**config.mk**
```make
export PLATFORM = sky130hd
export DESIGN_NAME = fb_port_arbiter
export DESIGN_NICKNAME = d
export VERILOG_FILES = /design/src/rtl/fb_port_arbiter.sv
export SDC_FILE = /design/constraint.sdc
export NUM_CORES = 1
export LEC_CHECK = 0
export ABC_CLOCK_PERIOD_IN_PS = 6200
export CELL_PAD_IN_SITES_DETAIL_PLACEMENT = 0
export CELL_PAD_IN_SITES_GLOBAL_PLACEMENT = 2
export CORE_MARGIN = 4
export CORE_UTILIZATION = 42
export CTS_BUF_LIST = sky130_fd_sc_hd__clkbuf_8
export DETAILED_ROUTE_END_ITERATION = 8
export HOLD_SLACK_MARGIN = 0.12
export PLACE_DENSITY_LB_ADDON = 0.2
export SYNTH_ARGS = -nofsm -noshare
export SYNTH_HDL_FRONTEND = slang
export SYNTH_SLANG_ARGS = --single-unit
```
**constraint.sdc**
```tcl
create_clock -name clk -period 6.2 [get_ports clk]
set_input_delay 1.55 -clock clk [delete_from_list [all_inputs] [get_ports clk]]
set_output_delay 1.55 -clock clk [all_outputs]
set_load 0.1 [all_outputs]
```
**src/rtl/fb_port_arbiter.sv**
```systemverilog
// fb_port_arbiter: shares the single-port image buffer RAM between VGA scan-out
// reads (deadline priority) and queued draw-engine writes, one access per clk.
// A starvation guard forces a queued write through after STARVE_LIM read grants.
// Optional full-buffer clear engine is compiled in when FB_CLEAR_EN is defined.
module fb_port_arbiter #(
  parameter int FB_DEPTH   = 307200,
  parameter int ADDR_W     = 19,
  parameter int PIX_W      = 4,
  parameter int WFIFO_D    = 4,
  parameter int STARVE_LIM = 8
) (
  input  logic              clk,
  input  logic              rst,
  input  logic              rd_req,
  input  logic [ADDR_W-1:0] rd_addr,
  output logic              rd_valid,
  output logic [PIX_W-1:0]  rd_data,
  output logic              rd_gnt,
  input  logic              wr_valid,
  output logic              wr_ready,
  input  logic [ADDR_W-1:0] wr_addr,
  input  logic [PIX_W-1:0]  wr_data,
  input  logic              clear_start,
  input  logic [PIX_W-1:0]  clear_color,
  output logic              clear_busy,
  output logic [ADDR_W-1:0] mem_addr,
  output logic              mem_we,
  output logic [PIX_W-1:0]  mem_wdata,
  input  logic [PIX_W-1:0]  mem_rdata
);

  localparam int PTR_W = $clog2(WFIFO_D);
  localparam int CNT_W = $clog2(STARVE_LIM + 1);
  localparam logic [ADDR_W:0] DEPTH_V = (ADDR_W + 1)'(FB_DEPTH);
  localparam logic [CNT_W-1:0] LIM_V = CNT_W'(STARVE_LIM);

  typedef enum logic [1:0] {G_IDLE, G_RD, G_WR, G_CLR} grant_e;

  grant_e state, next_state;

  logic [ADDR_W-1:0] fifo_addr [WFIFO_D];
  logic [PIX_W-1:0]  fifo_data [WFIFO_D];
  logic [PTR_W:0]    wr_ptr, rd_ptr;
  logic              fifo_empty, fifo_full, push, pop;
  logic [ADDR_W-1:0] head_addr;
  logic [PIX_W-1:0]  head_data;
  logic              head_in_range, rd_in_range, rd_oor_q;
  logic [CNT_W-1:0]  starve_cnt;

  assign fifo_empty = (wr_ptr == rd_ptr);
  assign fifo_full  = (wr_ptr[PTR_W] != rd_ptr[PTR_W]) &&
                      (wr_ptr[PTR_W-1:0] == rd_ptr[PTR_W-1:0]);
  assign head_addr  = fifo_addr[rd_ptr[PTR_W-1:0]];
  assign head_data  = fifo_data[rd_ptr[PTR_W-1:0]];
  assign head_in_range = ({1'b0, head_addr} < DEPTH_V);
  assign rd_in_range   = ({1'b0, rd_addr} < DEPTH_V);

  assign wr_ready = !fifo_full && !clear_busy;
  assign push     = wr_valid && wr_ready;
  assign pop      = (next_state == G_WR);

`ifdef FB_CLEAR_EN
  logic              busy;
  logic [ADDR_W-1:0] clr_addr;
  logic [PIX_W-1:0]  clr_color;
  localparam logic [ADDR_W-1:0] LAST_ADDR = ADDR_W'(FB_DEPTH - 1);

  // Clear engine: sweeps every address once, ignoring restarts while busy
  always_ff @(posedge clk or posedge rst) begin
    if (rst) begin
      busy      <= 1'b0;
      clr_addr  <= '0;
      clr_color <= '0;
    end else if (busy) begin
      if (clr_addr == LAST_ADDR) busy <= 1'b0;
      else                       clr_addr <= clr_addr + 1'b1;
    end else if (clear_start) begin
      busy      <= 1'b1;
      clr_addr  <= '0;
      clr_color <= clear_color;
    end
  end

  assign clear_busy = busy;
`else
  assign clear_busy = 1'b0;
  wire unused_clear = ^{clear_start, clear_color};
`endif

  // Grant selection: clear, starved write, read, write, idle in that order
  always_comb begin
    next_state = G_IDLE;
    if (rst)                                           next_state = G_IDLE;
    else if (clear_busy)                               next_state = G_CLR;
    else if (!fifo_empty && (starve_cnt == LIM_V))     next_state = G_WR;
    else if (rd_req)                                   next_state = G_RD;
    else if (!fifo_empty)                              next_state = G_WR;
  end

  // RAM port steering for the access granted this cycle
  always_comb begin
    rd_gnt    = (next_state == G_RD);
    mem_addr  = '0;
    mem_we    = 1'b0;
    mem_wdata = '0;
    case (next_state)
      G_RD: mem_addr = rd_addr;
      G_WR: begin
        mem_addr  = head_addr;
        mem_wdata = head_data;
        mem_we    = head_in_range;
      end
`ifdef FB_CLEAR_EN
      G_CLR: begin
        mem_addr  = clr_addr;
        mem_wdata = clr_color;
        mem_we    = 1'b1;
      end
`endif
      default: ;
    endcase
  end

  // Grant register plus out-of-range flag for the read in flight
  always_ff @(posedge clk or posedge rst) begin
    if (rst) begin
      state    <= G_IDLE;
      rd_oor_q <= 1'b0;
    end else begin
      state    <= next_state;
      rd_oor_q <= (next_state == G_RD) && !rd_in_range;
    end
  end

  assign rd_valid = (state == G_RD);
  assign rd_data  = (rd_valid && !rd_oor_q) ? mem_rdata : '0;

  // Starvation counter: counts reads that overtake a pending write
  always_ff @(posedge clk or posedge rst) begin
    if (rst) begin
      starve_cnt <= '0;
    end else if ((next_state == G_WR) || fifo_empty) begin
      starve_cnt <= '0;
    end else if ((next_state == G_RD) && (starve_cnt != LIM_V)) begin
      starve_cnt <= starve_cnt + 1'b1;
    end
  end

  // FIFO pointers: dropped out-of-range writes still consume their slot
  always_ff @(posedge clk or posedge rst) begin
    if (rst) begin
      wr_ptr <= '0;
      rd_ptr <= '0;
    end else begin
      if (push) wr_ptr <= wr_ptr + 1'b1;
      if (pop)  rd_ptr <= rd_ptr + 1'b1;
    end
  end

  // FIFO storage, no reset needed since pointers qualify contents
  always_ff @(posedge clk) begin
    if (push) begin
      fifo_addr[wr_ptr[PTR_W-1:0]] <= wr_addr;
      fifo_data[wr_ptr[PTR_W-1:0]] <= wr_data;
    end
  end

endmodule
```
==> key figures <==
Run
  – Max-cap viol count: 0

Detailed routing
  – Routed vias: 2480
  – Vias per inst: 5.18
  – Wirelength, routed: about 9 mm
  – Drt first pass iters: 4
  – First DRT Iteration DRCs: 116
  – Antenna viol nets, final: 0
  – Drt drc: 0
  – Routed wire length per instance: between 15 and 20 um

Clock tree
  – Clock latency on the worst-skew pair: 0.36 ns
  – CTS tree: done
  – Clock Pin Slew Worst Setup and Hold Paths: 0.10 ns
  – CTS root buf: clkbuf_8
  – Clk sink count: 105
  – Post-CTS Hold Buffers: 0
  – Post-CTS Setup Inserts: 0
  – Clock Path Buffers: 2
  – Cts bufs inserted: 9
  – CTS resizes: 0
  – CTS H-Tree Depth: 3

Logic synthesis
  – Ranking of synthesized cells by area: edfxtp_1 62%, dfrtp_1 7.3%, mux4_1 7.0%
  – Synthesis-stage register bit count: 105
  – Yosys warning count: 0
  – Area leader, netlist: edfxtp_1
  – Synth async-reset ratio: 12.4%
  – Post-synthesis cell type count: 39
  – Cell Area, Synth: around 0.0045 mm2
  – Syn avg cell area: 17.6 um2
  – Mapped Nets: about 320
  – Register area share after synthesis: between 60% and 70%
  – Top_reg_cell synth: edfxtp_1
  – Synth top area share: 61.6%
  – Post-synth EDFFs: 92
  – Post-Syn Instances: about 260

Pwr
  – Combinational power share: 41.9%
  – Clock power share: 16.2%
  – Peak VDD IR: 0.000291 V
  – Net Sw Frac: 37.5%
  – Int Pwr: 0.00150 W
  – Leak: 2.05 nW
  – Sequential power share: 41.9%
  – Net Switching: 0.000899 W
  – Pwr dens: between 400 and 500 mW/mm2

Floorplan
  – # IOs: 87
  – Initial Utilization: 43.3%
  – Die area: 0.0124 mm2
  – Site Rows: 37
  – Die W: 111 um
  – Die Height: 111 um
  – Core area: 0.0104 mm2

Worst setup path
  – Worst Path Required: between 4 and 5 ns
  – Slowest stage cell, crit path: ha_1
  – CP delay by family, top: adder cells
  – Critical-path cell list: clkdlybuf4s50_1 -> nor2b_1 -> o21ai_0 -> ha_1 -> nor2_1 -> buf_12
  – Nature of the critical path startpoint: input port
  – Buf+Inv Stages, Crit Path: 2
  – Critical path arrival: 3.64 ns
  – CP max stage delay: 0.83 ns
  – Worst setup EP type: output port
  – Critical path class: input port to output port
  – Max FO, Critical Path: 19

Place
  – Pre-CTS setup slack: approximately 1 ns
  – Placed cells: 464
  – IO buf count: 80
  – Placed Area: 0.00566 mm2
  – GP Congestion: 0.729
  – Detailed placement HPWL: 5.74 mm

Final layout
  – Layout area overhead: 30.2%
  – Nets: 403
  – Non-filler cells, final: ~480
  – Ant. Diodes: 0
  – Final core utilization: a little under three fifths
  – Filler Cells Inserted: 848
  – Share of layout cells above drive strength 1: between 15 and 20%
  – Design Area, Final: 0.00584 mm2

STA
  – Setup WS post-layout: 1.01 ns
  – Tcrit/Tclk final: a little over four fifths
  – Slew headroom: 28.1%
  – Setup_tns: 0 ns
  – Worst-margin pin slew: around 1.1 ns
  – Period minus WS final: 5.19 ns
  – Hold Fails Final Rpt: 0
  – Slew Limit Fails: 0
  – Setup Skew: 0.00884 ns
  – RSZ-0062 raised after global routing: false
  – Final setup viols: 0
  – Fmax achieved: around 0.19 GHz

Global routing
  – Total track usage: 14.7%
  – Antenna violations before repair: 0
  – Gr ovfl total: 0
  – First-pass GRT wire length: ~14 mm
  – Vias in the first global route: 2604
  – Largest net degree at the start of global routing: 29

Worst hold path
  – Worst hold-check path type: flip-flop to flip-flop

Status
  – Status: finished, final reports clean
power by group through the flow:
| stage | sequential (W) | clock (W) | combinational (W) |
|---|---|---|---|
| 2_1_floorplan | 0.00101 | 0 | 0.000739 |
| 3_3_place_gp | 0.00101 | 0 | 0.00102 |
| 3_5_place_dp | 0.00102 | 0 | 0.00102 |
| 4_1_cts | 0.00101 | 0.000402 | 0.00103 |
| 5_1_grt | 0.00102 | 0.000436 | 0.00108 |
| 6_report | 0.00101 | 0.000388 | 0.00100 |
metrics by stage:
step	hold slack, ns	power (W)
CTS	0.546	0.00244
detailed placement	0.528	0.00205
global route	0.564	0.00254
finish	0.541	0.00240
floorplan	0.501	0.00175
global placement	0.518	0.00203
worst paths after layout:
kind                                            start                   endpoint  slack [ns]  depth (start not counted)
worst min-delay path            wr_ptr[2]$_DFFE_PP0P_      wr_ptr[2]$_DFFE_PP0P_        0.54                          1
min in group asynchronous                         rst  starve_cnt[2]$_DFFE_PP0P_        1.60                          2
worst max register to register  wr_ptr[1]$_DFFE_PP0P_  starve_cnt[2]$_DFFE_PP0P_        3.86                          7
max in group asynchronous                         rst      rd_ptr[0]$_DFFE_PP0N_        4.24                          2
worst max-delay path                           rd_req                mem_addr[9]        1.01                          6
worst min register to register  wr_ptr[2]$_DFFE_PP0P_      wr_ptr[2]$_DFFE_PP0P_        0.54                          1
Yosys cell counts (5+ instances only):
master and instances:
edfxtp_1 92, nor2_1 20, a22oi_1 18, dfrtp_1 13, mux4_1 12, and2_1 11
mux4_2 11, ha_1 9, inv_1 9, a21oi_1 5, clkbuf_1 5, xor2_1 5
final cells by class:
class	instances	area (um2)	share of cell area, %
flip-flops and latches	105	3090	52.9
multi-input cells	127	1270	21.8
repair buffers	87	1090	18.7
well taps	136	170	2.91
clock buffers	9	124	2.12
clock inverters	6	57.6	0.986
inverters	9	33.8	0.579
flip-flops by register name (all words and copies together) (netlist names):
| signal | cells |
|---|---|
| fifo_addr | 76 |
| fifo_data | 16 |
| rd_oor_q | 1 |
| rd_ptr | 3 |
| starve_cnt | 4 |
| state | 2 |
| wr_ptr | 3 |
metal layers:
layer  GRT usage, %  vias up  wire (um)  part of all wire (%)
met5              0        -          0                     0
met4           3.81        0         80                  0.91
met3           4.46        6        448                   5.1
met2           25.6       66       4600                    52
met1           17.9     1235       3710                    42
li1               -     1173          -                     -
layout by cell type, fill, tap and decap left out, types with 2 or more instances in the layout:
| cell type | count |
|---|---|
| a21oi_1 | 5 |
| o21ai_0 | 4 |
| ha_1 | 9 |
| inv_6 | 2 |
| inv_1 | 9 |
| nand3_1 | 2 |
| mux4_2 | 11 |
| buf_4 | 8 |
| nor2_1 | 20 |
| inv_8 | 2 |
| clkdlybuf4s50_1 | 55 |
| clkinv_4 | 2 |
| edfxtp_1 | 92 |
| a22oi_1 | 18 |
| a211oi_1 | 2 |
| xnor2_1 | 4 |
| clkbuf_8 | 9 |
| nor2b_1 | 3 |
| dfrtp_1 | 12 |
| mux2_2 | 2 |
| and2_1 | 11 |
| mux4_1 | 12 |
| nand2_1 | 4 |
| xor2_1 | 5 |
| buf_12 | 24 |
kinds of logic (layout without fill, tap and decap cells):
| logic type | count (synthesis) | count (layout) | share of synthesized area [%] |
|---|---|---|---|
| flops | 105 | 105 | 68.8 |
| simple gates | 46 | 46 | 5.10 |
| compound gates | 37 | 37 | 5.86 |
| mux | 25 | 25 | 13.1 |
| buf+inv | 23 | 111 | 2.79 |
| fa+ha+maj | 9 | 9 | 2.51 |
| xor+xnor | 9 | 9 | 1.76 |
| other cells | 1 | 1 | 0.0836 |
worst register-to-register path: stages, from the launching register on:
cell	delay (ns)
dfrtp_1	0.44
xor2_1	0.21
nor3_1	0.40
o21a_1	0.22
ha_1	0.27
inv_1	0.10
or4_1	0.48
a21oi_1	0.15
Power figures use the tool's default switching activity.
==> RTL change: new RTL, same settings <==
Change the parameter `WFIFO_D` from 4 to 16.
--- a/src/rtl/fb_port_arbiter.sv
+++ b/src/rtl/fb_port_arbiter.sv
@@ -8,3 +8,3 @@
   parameter int PIX_W      = 4,
-  parameter int WFIFO_D    = 4,
+  parameter int WFIFO_D    = 16,
   parameter int STARVE_LIM = 8
Check against the original RTL: not equivalent (Yosys sat finds a counterexample within 10 cycles, from zero or initial values and one cycle with rst high).
==> RTL change against the unedited design <==
Total power rose to 3.2 times the old value. Sequential cell count up 280. Global-route usage up 3.0 points. Hold slack worse by 0.051 ns. Wire length rose to 3.9 times the old value. Clock skew up 0.0099 ns. Synthesized area rose to 3.4 times the old value. Design area rose to 3.1 times the old value. Worst setup slack worse by 0.40 ns. Critical path depth up 3. Critical endpoint is now mem_addr[5].
==> RTL change: results <==
set metrics [dict create \
    cts_root_buffer "clkbuf_8" \
    drt_first_pass_iters 5 \
    n_fill_cell 2906 \
    insertion_delay_ns 0.62 \
    crit_path_max_fanout 35 \
    criticalPathCategory "flip-flop to primary output" \
    min_from "wr_ptr[4]$_DFFE_PP0P_" \
    grt_first_pass_wirelength_um 50900 \
    num_vias 7440 \
    synthArstFlopShare_pct 4.42 \
    dp_hpwl_um 19000 \
    clkSlewWorstSetupHoldPaths_ns 0.06 \
    yosys.area_share.adder_pct 0.730 \
    drive_above_1_share_pct 26.7 \
    power_leakage_nw 6.07 \
    yosysWarnings 0 \
    min_to "wr_ptr[4]$_DFFE_PP0P_" \
    routabilityCongestion 0.731 \
    largest_reg_flops 304 \
    synth.distinct_cells 42 \
    synth_xor_area_share_pct 0.908 \
    grt_max_degree 89 \
    antenna_found_initial 4 \
    grt_use_total_pct 17.7 \
    synth.yosys.seq_area_share_pct 74.4 \
    final.setup.worst_slack_ns 0.614 \
    min_path_type "flip-flop to flip-flop" \
    vdd_ir_drop_max_mv 0.225 \
    arrival_ns 4.04 \
    synth_compound_area_share_pct 1.68 \
    synth.mux.area_fraction_pct 17.3 \
    ctsResizeCount 0 \
    r2r_cells 7 \
    rr_endpoint "fifo_addr[9][6]$_DFFE_PP_" \
    dpl_cell_area_mm2 0.0171 \
    place_ws_ns 0.666 \
    synth_common_cells "edfxtp_1 (368), mux4_2 (64), mux4_1 (44)" \
    skew_ns 0.0188 \
    cts_setup_buffers 0 \
    yosys-top-cells-area "edfxtp_1 (72%), mux4_2 (9.3%), mux4_1 (7.5%)" \
    hold_slack_ns 0.491 \
    min_path_cells 1 \
    numCtsBuffers 61 \
    syn-num-nets 773 \
    wl_per_cell_um 25.7 \
    rr_startpoint "rd_ptr[1]$_DFFE_PP0N_" \
    crit_end "mem_addr[5]" \
    htreeDepth 2 \
    multiInputGateArea_mm2 0.00374 \
    synth_edf_count 368 \
    outcome "complete, no violations" \
    port_buffers 80 \
    worst-r2r-setup-slack_ns 2.80 \
    grt_pass1_vias 7932 \
    finalNetCount 899 \
    drt_iter0_drc 741 \
    slew_headroom_pct 15.2 \
    cts_buffer_depth 3 \
    diodes 0 \
]
## RTL change: cell types whose count changed in the layout (fill, tap and decap cells not counted), sizes merged, moves of 4 or more
cell	before	now
buf	32	48
bufinv	0	4
clkbuf	9	63
clkinv	2	25
dfrtp	13	17
edfxtp	92	368
inv	13	30
mux4	23	108
nand2	4	29
nand2b	0	5
nand4	1	5
nor2	20	33
xnor2	4	8
## RTL change: cell type report
class / count / area share (%)
flip-flops and latches: 385 / 62.8
multi-input cells: 274 / 20.5
repair buffers: 103 / 6.90
clock buffers: 63 / 4.74
well taps: 461 / 3.15
clock inverters: 52 / 1.76
inverters: 10 / 0.205
## RTL change: per-stage QoR
stage                     cells  total power [W]
after floorplan             709          0.00506
after global placement     1233          0.00568
after detailed placement   1233          0.00573
after CTS                  1348          0.00783
after global routing       1348          0.00808
final                      1348          0.00770
## RTL change: power by group
group	switching [W]	internal (W)	leakage, nW
sequential	0.000184	0.00314	3.54
combinational	0.00125	0.00105	1.86
clock	0.000962	0.00111	0.677
total	0.00240	0.00531	6.07
## RTL change: per-layer routing
layer | track usage [%] | share of wire (%) | wire [µm] | vias to the layer above
met4 | 4.78 | 1.8 | 617 | 4
met3 | 3.64 | 5.9 | 2060 | 54
met5 | 0 | 0.069 | 24 | -
met2 | 30.1 | 51 | 17500 | 257
met1 | 23.6 | 42 | 14500 | 3889
li1 | - | - | - | 3236
## RTL change: critical path: stages (launching register included)
cell and delay, ns:
dfrtp_4 0.82, xor2_1 0.16, nor4_1 0.37, nand2b_1 0.15, nand2b_1 0.10, nand3_1 0.12
ha_1 1.16, buf_4 0.29, nor2_2 0.06, buf_12 0.17
